===== src/rtl/inverter_pipe.sv =====
`default_nettype none
// ============================================================================
// Module      : inverter_pipe
// Description : Pipelined multi-channel bitwise inverter with valid/ready flow
//               control and a clock-enable stall. Every lane is XORed with the
//               same invert mask on entry. The beat then travels through
//               LATENCY register stages and reaches the output.
//
//               Optional feature macro: INVERTER_MASK_EN
//                 defined   : the mask is a DATA_WIDTH register. It resets to
//                             all-ones and is loaded from mask_in when
//                             mask_wr is high.
//                 undefined : the mask is the constant all-ones, so the block
//                             does a plain inversion. mask_in and mask_wr are
//                             ignored.
//
// Ports       :
//   clk        in   rising-edge clock
//   rst        in   synchronous active-low reset
//   en         in   clock enable; low freezes all pipeline state
//   in_valid   in   input beat present
//   in_ready   out  the pipeline accepts a beat this cycle
//   data_in    in   NUM_CHANNELS lanes; lane c is at [c*DATA_WIDTH +: DATA_WIDTH]
//   mask_in    in   new invert mask (INVERTER_MASK_EN only)
//   mask_wr    in   load mask_in (INVERTER_MASK_EN only)
//   out_valid  out  output beat present
//   out_ready  in   the consumer accepts the output beat
//   data_out   out  inverted data, with the same lane packing as data_in
//
// Revision    : 1.0 - initial release
// ============================================================================
module inverter_pipe #(
    parameter int DATA_WIDTH   = 32,
    parameter int NUM_CHANNELS = 1,
    parameter int LATENCY      = 2
) (
    input  logic                               clk,
    input  logic                               rst,
    input  logic                               en,
    input  logic                               in_valid,
    output logic                               in_ready,
    input  logic [NUM_CHANNELS*DATA_WIDTH-1:0] data_in,
    input  logic [DATA_WIDTH-1:0]              mask_in,
    input  logic                               mask_wr,
    output logic                               out_valid,
    input  logic                               out_ready,
    output logic [NUM_CHANNELS*DATA_WIDTH-1:0] data_out
);

    localparam int c_BUS_W = NUM_CHANNELS * DATA_WIDTH;

    logic                  w_advance;
    logic [DATA_WIDTH-1:0] w_mask;
    logic [c_BUS_W-1:0]    w_mask_bus;

    logic                  r_valid [LATENCY];
    logic [c_BUS_W-1:0]    r_data  [LATENCY];

    // The whole pipeline moves as one unit. A valid beat parked at the
    // output stage with no taker blocks every stage, including any bubbles
    // upstream of it. Bubbles are deliberately not collapsed, so the latency
    // stays fixed.
    assign w_advance = rst & en & (~out_valid | out_ready);
    assign in_ready  = w_advance;

`ifdef INVERTER_MASK_EN
    logic [DATA_WIDTH-1:0] r_mask;

    // This register is not gated by en. A mask write still takes effect
    // while the pipeline is frozen. A beat accepted on the same edge as the
    // write sees the old value, because it reads r_mask before the update.
    always_ff @(posedge clk) begin
        if (!rst) begin
            r_mask <= '1;
        end else if (mask_wr) begin
            r_mask <= mask_in;
        end
    end

    assign w_mask = r_mask;
`else
    logic w_unused;

    assign w_mask   = '1;
    assign w_unused = ^{mask_in, mask_wr};
`endif

    // Replicate the single mask across every lane.
    genvar g_c;
    generate
        for (g_c = 0; g_c < NUM_CHANNELS; g_c++) begin : g_lane
            assign w_mask_bus[g_c*DATA_WIDTH +: DATA_WIDTH] = w_mask;
        end
    endgenerate

    // The data registers load on every advance, including bubbles. This
    // keeps data_out at a defined, previously loaded value at all times.
    always_ff @(posedge clk) begin
        if (!rst) begin
            for (int k = 0; k < LATENCY; k++) begin
                r_valid[k] <= 1'b0;
                r_data[k]  <= '0;
            end
        end else if (w_advance) begin
            r_valid[0] <= in_valid;
            r_data[0]  <= data_in ^ w_mask_bus;
            for (int k = 1; k < LATENCY; k++) begin
                r_valid[k] <= r_valid[k-1];
                r_data[k]  <= r_data[k-1];
            end
        end
    end

    assign out_valid = r_valid[LATENCY-1];
    assign data_out  = r_data[LATENCY-1];

endmodule
`default_nettype wire


===== config.mk =====
export PLATFORM = sky130hd
export DESIGN_NAME = inverter_pipe
export DESIGN_NICKNAME = d
export VERILOG_FILES = /design/src/rtl/inverter_pipe.sv
export SDC_FILE = /design/constraint.sdc
export NUM_CORES = 1
export LEC_CHECK = 0
export CORE_ASPECT_RATIO = 1.1
export CORE_MARGIN = 3
export CORE_UTILIZATION = 45
export CTS_CLUSTER_SIZE = 30
export DETAILED_ROUTE_END_ITERATION = 10
export HOLD_SLACK_MARGIN = 0.1
export PLACE_DENSITY = 0.85
export REMOVE_ABC_BUFFERS = 1
export SYNTH_ARGS = -nofsm -noshare
export SYNTH_HDL_FRONTEND = slang
export SYNTH_SLANG_ARGS = --single-unit

===== constraint.sdc =====
create_clock -name clk -period 18.4 [get_ports clk]
set_input_delay 3.68 -clock clk [delete_from_list [all_inputs] [get_ports clk]]
set_output_delay 3.68 -clock clk [all_outputs]
set_load 0.01 [all_outputs]

==> results of run 1 <==
[layout by cell type (no fill, tap or decap)]
master	n
nand2_2	1
clkinv_2	1
nor3_1	13
inv_1	1
nor2_1	1
clkbuf_8	9
bufinv_16	2
o21ai_4	1
edfxtp_1	66
clkinv_1	1
nor3b_1	34
clkbuf_1	1
nor2b_4	1
buf_4	3
clkdlybuf4s50_1	70
nor3_2	19
[state kept, by name, summed over array words and instances, names as in the netlist]
signal	flops
r_data	64
r_valid	2
[metal layers]
metal	up-vias	share of wire
met4	0	0.020
met3	8	0.067
met1	690	0.40
met2	47	0.51
met5	-	0
li1	714	-
[worst max-delay path, stage by stage]
cell             delay [ns]
clkdlybuf4s50_1        0.44
nor2b_4                0.11
buf_4                  0.63
nor2_1                 0.11
clkdlybuf4s50_1        0.50
[synthesized netlist by cell type]
| library cell | n | share of area |
|---|---|---|
| o21ai_0 | 1 | 0.0017 |
| clkbuf_1 | 2 | 0.0026 |
| nor3_1 | 13 | 0.023 |
| buf_6 | 4 | 0.016 |
| buf_2 | 7 | 0.012 |
| nor2b_4 | 1 | 0.0048 |
| nor2_1 | 1 | 0.0013 |
| inv_1 | 1 | 0.0013 |
| nand2_1 | 1 | 0.0013 |
| nor3b_1 | 34 | 0.089 |
| edfxtp_1 | 66 | 0.69 |
| buf_1 | 1 | 0.0013 |
| nor3_2 | 19 | 0.066 |
| buf_4 | 33 | 0.087 |
[final cells by class]
type	instances	area (sq um)
clock buffer	10	128
fill	470	2400
sequential	66	1980
clock inverter	4	68.8
inverter	1	3.75
multi-input combinational	70	551
tap	77	96.3
timing repair buffer	73	723
[worst max-delay path by stage]
stage | end | slack (ns) | depth (start not counted)
final | in_ready | 9.25 | 5
after detailed placement | in_ready | 9.21 | 5
after global routing | in_ready | 9.11 | 5
after floorplan | r_data[0][0] | 9.22 | 2
after CTS | in_ready | 9.21 | 5
after global placement | in_ready | 9.23 | 5
[where the power goes]
group	switching (mW)	total, mW	leakage (nW)	internal, mW
Clock	0.0488	0.123	0.0996	0.0742
Sequential	0.00270	0.181	0.722	0.178
Combinational	0.0161	0.0357	0.415	0.0196
Total	0.0676	0.339	1.24	0.272
[cells by family (layout without fill, tap and decap cells)]
group / Yosys count / in the layout / synth area share
flip-flops: 66 / 66 / 0.693
buffers and inverters: 48 / 88 / 0.120
AO/OA/AOI/OAI: 1 / 1 / 0.00175
AND/OR/NAND/NOR: 69 / 69 / 0.186
[metrics by stage]
step / hold WS, ns / cell area [sq um] / setup WS [ns]
after floorplan: 0.570 / 2520 / 9.22
after global placement: 0.572 / 3360 / 9.23
after detailed placement: 0.589 / 3360 / 9.21
after CTS: 0.602 / 3550 / 9.21
after global routing: 0.649 / 3550 / 9.11
final: 0.601 / 3550 / 9.25
==> impl_metrics.xml, run 1 <==
<?xml version="1.0" encoding="UTF-8"?>
<metrics>
  <group name="run_status">
    <metric name="outcome" unit="">finished clean</metric>
  </group>
  <group name="global_route">
    <metric name="grt_antenna_before_repair" unit="">0</metric>
    <metric name="grt_pass1_wl" unit="microns">7180</metric>
    <metric name="global_route.usage.total" unit="">0.137</metric>
    <metric name="globalRouteMet2Util" unit="">0.219</metric>
    <metric name="grt_start_max_net_pins" unit="">69</metric>
    <metric name="most_crowded_layer_after_global_routing" unit="">met2</metric>
    <metric name="first_global_vias" unit="">1478</metric>
    <metric name="met3_usage" unit="">0.0489</metric>
    <metric name="globalRouteOverflowTotal" unit="">0</metric>
    <metric name="grt_use_met1" unit="">0.159</metric>
  </group>
  <group name="clock_network">
    <metric name="clk_root_buffer_cell" unit="">clkbuf_8</metric>
    <metric name="post-cts-setup-buffer-count" unit="">0</metric>
    <metric name="resized_after_cts" unit="">0</metric>
    <metric name="cts_hold_buf" unit="">0</metric>
    <metric name="cts_tree" unit="">yes</metric>
    <metric name="clock_path_buffers" unit="">2</metric>
    <metric name="cts-buffers-inserted" unit="">9</metric>
    <metric name="clock_sink_count" unit="">66</metric>
    <metric name="clock_latency" unit="ns">0.32</metric>
    <metric name="cts-htree-levels" unit="">3</metric>
    <metric name="clk_pin_slew_worst_paths" unit="ns">0.07</metric>
  </group>
  <group name="critical_path">
    <metric name="setup.worst_path.end_class" unit="">output port</metric>
    <metric name="crit_path_start" unit="">out_ready</metric>
    <metric name="crit_fanout" unit="">68</metric>
    <metric name="critical_path.reg2reg.endpoint" unit="">r_data[0][56]</metric>
    <metric name="critPathLaunchType" unit="">primary input</metric>
    <metric name="ff2ff_path_depth" unit="">4</metric>
    <metric name="critPathArrivalTime" unit="ns">5.47</metric>
    <metric name="setup.worst_path.class" unit="">in2out</metric>
    <metric name="r2r_slack" unit="ns">16.23</metric>
    <metric name="timing.critical_path.required" unit="ns">14.72</metric>
    <metric name="reg2reg_from" unit="">r_valid[0][1]</metric>
  </group>
  <group name="hold_path">
    <metric name="whs_path_depth" unit="">1</metric>
    <metric name="endpoint_of_the_worst_hold_timing_path" unit="">r_data[0][35]</metric>
    <metric name="hold_path.class" unit="">reg2reg</metric>
    <metric name="hold_start" unit="">r_data[0][3]</metric>
  </group>
  <group name="placed_design">
    <metric name="count_of_placed_standard_cells_including_taps" unit="">287</metric>
    <metric name="placed_wire_length_estimate_after_detailed_placement" unit="microns">2700</metric>
    <metric name="place.port_buffers" unit="">70</metric>
    <metric name="final_estimated_routing_congestion_in_global_placement" unit="">0.610</metric>
  </group>
  <group name="drt">
    <metric name="ant_nets" unit="">0</metric>
    <metric name="wl_per_cell" unit="microns">15.1</metric>
    <metric name="totalWireLength" unit="microns">4550</metric>
    <metric name="drt_first_iter_violations" unit="">63</metric>
    <metric name="drt-pass1-iter-count" unit="">4</metric>
    <metric name="avgViaCountPerCell" unit="">4.85</metric>
    <metric name="vias" unit="">1459</metric>
    <metric name="route.detailed.drc" unit="">0</metric>
  </group>
  <group name="die">
    <metric name="std_cell_rows" unit="">29</metric>
    <metric name="num_io_pins" unit="">104</metric>
    <metric name="design.core.area" unit="sq mm">0.00595</metric>
    <metric name="dieWidth" unit="microns">82.0</metric>
    <metric name="die_y" unit="microns">89.6</metric>
    <metric name="die_area" unit="sq mm">0.00735</metric>
    <metric name="start_util" unit="">0.481</metric>
  </group>
  <group name="sta">
    <metric name="timing.max_slew.rel_slack" unit="">0.459</metric>
    <metric name="unrepaired_setup_endpoints_after_global_routing" unit="">false</metric>
    <metric name="min_period_over_period" unit="">0.498</metric>
    <metric name="worst_clock_skew" unit="ns">0.00749</metric>
    <metric name="tightest_slew" unit="ns">0.811</metric>
    <metric name="final.min_clock_period" unit="ns">9.15</metric>
    <metric name="slew_violations" unit="">0</metric>
    <metric name="timing.final.hold_violations" unit="">0</metric>
    <metric name="setup_violations" unit="">0</metric>
    <metric name="max_freq" unit="MHz">109</metric>
    <metric name="tns" unit="ns">0</metric>
  </group>
  <group name="cells_and_area">
    <metric name="synthToLayoutAreaGrowth" unit="%">24.1</metric>
    <metric name="final_nets" unit="">291</metric>
    <metric name="number_of_antenna_diodes" unit="">0</metric>
    <metric name="layout.core_utilization" unit="">0.597</metric>
    <metric name="fraction_of_final_layout_cells_with_drive_strength_greater_than_1" unit="">0.165</metric>
    <metric name="fin_cells" unit="">301</metric>
  </group>
  <group name="logic_synthesis">
    <metric name="post_synth_inst_count" unit="">184</metric>
    <metric name="post_synth_instance_area" unit="sq mm">0.00286</metric>
    <metric name="synth.yosys.warnings" unit="">0</metric>
    <metric name="ys_seq_area_frac" unit="">0.693</metric>
    <metric name="postSynthAreaPerCell" unit="sq um">15.6</metric>
    <metric name="synth.ff_latch_count" unit="">66</metric>
    <metric name="synthDistinctLibCells" unit="">14</metric>
  </group>
  <group name="pwr">
    <metric name="power-per-cell-area" unit="mW/mm^2">95.5</metric>
    <metric name="total_power" unit="mW">0.339</metric>
    <metric name="power_leakage" unit="nW">1.24</metric>
    <metric name="ir_worst_vdd" unit="uV">46.5</metric>
  </group>
  <group name="job">
    <metric name="max_cap_violations" unit="">0</metric>
  </group>
</metrics>
Power figures use the tool's default switching activity.
==> run 2: changes to the inputs <==
Settings changed: CORE_UTILIZATION 45 to 44, PLACE_DENSITY 0.85 to 0.83.
Clock period 18.4 ns to 8.5 ns, I/O delays scaled along.
==> run 2 against run 1 <==
Sequential power grew 120%; largest cell class unchanged; worst setup slack lost 6.0 ns; core utilization shrank 2.9 points; global-route usage shrank 1.7 points; count of clock-buffer cells in the layout grew 2; clock skew grew 0.00081 ns; critical path depth is the same; sequential share of layout area grew 0.24 points; non-clock buffer count is the same; first-iteration DRC count shrank 14%; total power grew 110%.
==> impl_metrics.xml, run 2 (synthesized netlist as in run 1, its figures left out) <==
<?xml version="1.0" encoding="UTF-8"?>
<metrics>
  <group name="pwr">
    <metric name="net-switching-power" unit="mW">0.147</metric>
    <metric name="power-per-cell-area" unit="mW/mm^2">200</metric>
    <metric name="total_power" unit="mW">0.708</metric>
    <metric name="clock_power_share" unit="">0.339</metric>
    <metric name="switching_share" unit="">0.207</metric>
    <metric name="share_seq_of_total_power" unit="">0.552</metric>
    <metric name="ir_worst_vdd" unit="uV">97.1</metric>
    <metric name="cell_internal_pwr" unit="mW">0.561</metric>
    <metric name="power_leakage" unit="nW">1.23</metric>
    <metric name="combinationalPowerShare" unit="">0.109</metric>
  </group>
  <group name="sta">
    <metric name="setup_violations" unit="">0</metric>
    <metric name="tns" unit="ns">0</metric>
    <metric name="timing.max_slew.rel_slack" unit="">0.463</metric>
    <metric name="worst_clock_skew" unit="ns">0.00830</metric>
    <metric name="slew_violations" unit="">0</metric>
    <metric name="min_period_over_period" unit="">0.615</metric>
    <metric name="final.min_clock_period" unit="ns">5.23</metric>
    <metric name="fin_ws" unit="ns">3.27</metric>
    <metric name="tightest_slew" unit="ns">0.806</metric>
    <metric name="max_freq" unit="MHz">191</metric>
    <metric name="unrepaired_setup_endpoints_after_global_routing" unit="">false</metric>
    <metric name="timing.final.hold_violations" unit="">0</metric>
  </group>
  <group name="drt">
    <metric name="totalWireLength" unit="microns">4390</metric>
    <metric name="route.detailed.drc" unit="">0</metric>
    <metric name="ant_nets" unit="">0</metric>
    <metric name="drt-pass1-iter-count" unit="">4</metric>
    <metric name="drt_first_iter_violations" unit="">54</metric>
    <metric name="avgViaCountPerCell" unit="">4.82</metric>
    <metric name="vias" unit="">1476</metric>
    <metric name="wl_per_cell" unit="microns">14.3</metric>
  </group>
  <group name="critical_path">
    <metric name="critical_path.slowest_cell" unit="">buf_4</metric>
    <metric name="timing.critical_path.required" unit="ns">6.80</metric>
    <metric name="critPathArrivalTime" unit="ns">3.53</metric>
    <metric name="setup.worst_path.end_class" unit="">output port</metric>
    <metric name="cp_cell_sequence" unit="">clkdlybuf4s50_1 &gt; nor2b_4 &gt; buf_4 &gt; nor2_1 &gt; clkdlybuf4s50_1</metric>
    <metric name="crit_fanout" unit="">68</metric>
    <metric name="timing.critical_path.mode_cell" unit="">clkdlybuf4s50_1</metric>
    <metric name="critPathLaunchType" unit="">primary input</metric>
    <metric name="max_stage_delay" unit="ns">0.62</metric>
    <metric name="setup.worst_path.class" unit="">in2out</metric>
  </group>
  <group name="cells_and_area">
    <metric name="largest_register_ffs" unit="">64</metric>
    <metric name="synthToLayoutAreaGrowth" unit="%">23.6</metric>
    <metric name="mostFrequentLayoutCell" unit="">clkdlybuf4s50_1</metric>
    <metric name="top_register" unit="">r_data</metric>
    <metric name="fraction_of_final_layout_cells_with_drive_strength_greater_than_1" unit="">0.159</metric>
    <metric name="registers_with_the_most_flip_flops" unit="">r_data (64), r_valid (2)</metric>
    <metric name="number_of_antenna_diodes" unit="">0</metric>
    <metric name="fin_cells" unit="">306</metric>
    <metric name="layout_common_cells" unit="">clkdlybuf4s50_1 (70), edfxtp_1 (66), nor3b_1 (34)</metric>
    <metric name="layout.core_utilization" unit="">0.568</metric>
    <metric name="final_nets" unit="">291</metric>
  </group>
  <group name="global_route">
    <metric name="grt_start_max_net_pins" unit="">69</metric>
    <metric name="first_global_vias" unit="">1430</metric>
    <metric name="grt_antenna_before_repair" unit="">0</metric>
    <metric name="globalRouteOverflowTotal" unit="">0</metric>
    <metric name="global_route.usage.total" unit="">0.120</metric>
    <metric name="grt_pass1_wl" unit="microns">7050</metric>
  </group>
  <group name="clock_network">
    <metric name="clock_latency" unit="ns">0.32</metric>
    <metric name="cts-buffers-inserted" unit="">9</metric>
    <metric name="cts_hold_buf" unit="">0</metric>
    <metric name="cts-htree-levels" unit="">3</metric>
    <metric name="clk_root_buffer_cell" unit="">clkbuf_8</metric>
    <metric name="post-cts-setup-buffer-count" unit="">0</metric>
    <metric name="clock_path_buffers" unit="">2</metric>
    <metric name="clk_pin_slew_worst_paths" unit="ns">0.07</metric>
    <metric name="cts_tree" unit="">yes</metric>
    <metric name="resized_after_cts" unit="">0</metric>
    <metric name="clock_sink_count" unit="">66</metric>
  </group>
  <group name="hold_path">
    <metric name="hold_path.class" unit="">reg2reg</metric>
  </group>
  <group name="die">
    <metric name="die_y" unit="microns">90.6</metric>
    <metric name="design.core.area" unit="sq mm">0.00623</metric>
    <metric name="start_util" unit="">0.459</metric>
    <metric name="std_cell_rows" unit="">30</metric>
    <metric name="dieWidth" unit="microns">82.9</metric>
    <metric name="die_area" unit="sq mm">0.00751</metric>
    <metric name="num_io_pins" unit="">104</metric>
  </group>
  <group name="placed_design">
    <metric name="count_of_placed_standard_cells_including_taps" unit="">290</metric>
    <metric name="final_estimated_routing_congestion_in_global_placement" unit="">0.687</metric>
    <metric name="placed_wire_length_estimate_after_detailed_placement" unit="microns">2560</metric>
    <metric name="detailedPlace.worstSlack" unit="ns">3.25</metric>
    <metric name="place.port_buffers" unit="">70</metric>
  </group>
  <group name="run_status">
    <metric name="outcome" unit="">finished clean</metric>
  </group>
  <group name="job">
    <metric name="max_cap_violations" unit="">0</metric>
  </group>
</metrics>
[run 2: cell type report]
class,count,area [sq um]
timing repair buffer,73,723
multi-input combinational,70,551
fill,542,2690
tap,80,100
inverter,1,3.75
sequential,66,1980
clock inverter,4,42.5
clock buffer,12,135
[run 2: final timing paths]
check                     start       endpoint  slack [ns]  cells past startpoint
setup / recovery      out_ready       in_ready        3.27                      5
hold / removal    r_data[0][30]  r_data[0][62]        0.60                      1
setup reg to reg  r_valid[0][1]  r_data[0][13]        6.30                      4
hold reg to reg   r_data[0][30]  r_data[0][62]        0.60                      1
[run 2: per-stage QoR]
step	hold WS, ns	instance area [sq um]
floorplan	0.570	2520
CTS	0.607	3540
finish	0.603	3540
detailed placement	0.584	3360
global route	0.617	3540
global placement	0.574	3360
[run 2: power by group through the flow]
stage | registers (mW) | clock network [mW] | logic (mW)
floorplan | 0.406 | 0 | 0.0238
global placement | 0.396 | 0 | 0.0768
detailed placement | 0.397 | 0 | 0.0783
finish | 0.390 | 0.240 | 0.0771
global route | 0.393 | 0.263 | 0.0827
CTS | 0.391 | 0.247 | 0.0787
[run 2: layer usage]
layer | GRT usage | part of all wire | wire [microns]
met1 | 0.150 | 0.43 | 1900
met2 | 0.188 | 0.51 | 2240
met3 | 0.0502 | 0.054 | 239
met4 | 0.0409 | 0 | 0
met5 | 0 | 0 | 0
[run 2: worst max-delay path: cells and delay by family]
kind	cells	cell delay (ns)
buffers and inverters	3	1.58
and+or+nand+nor	2	0.23
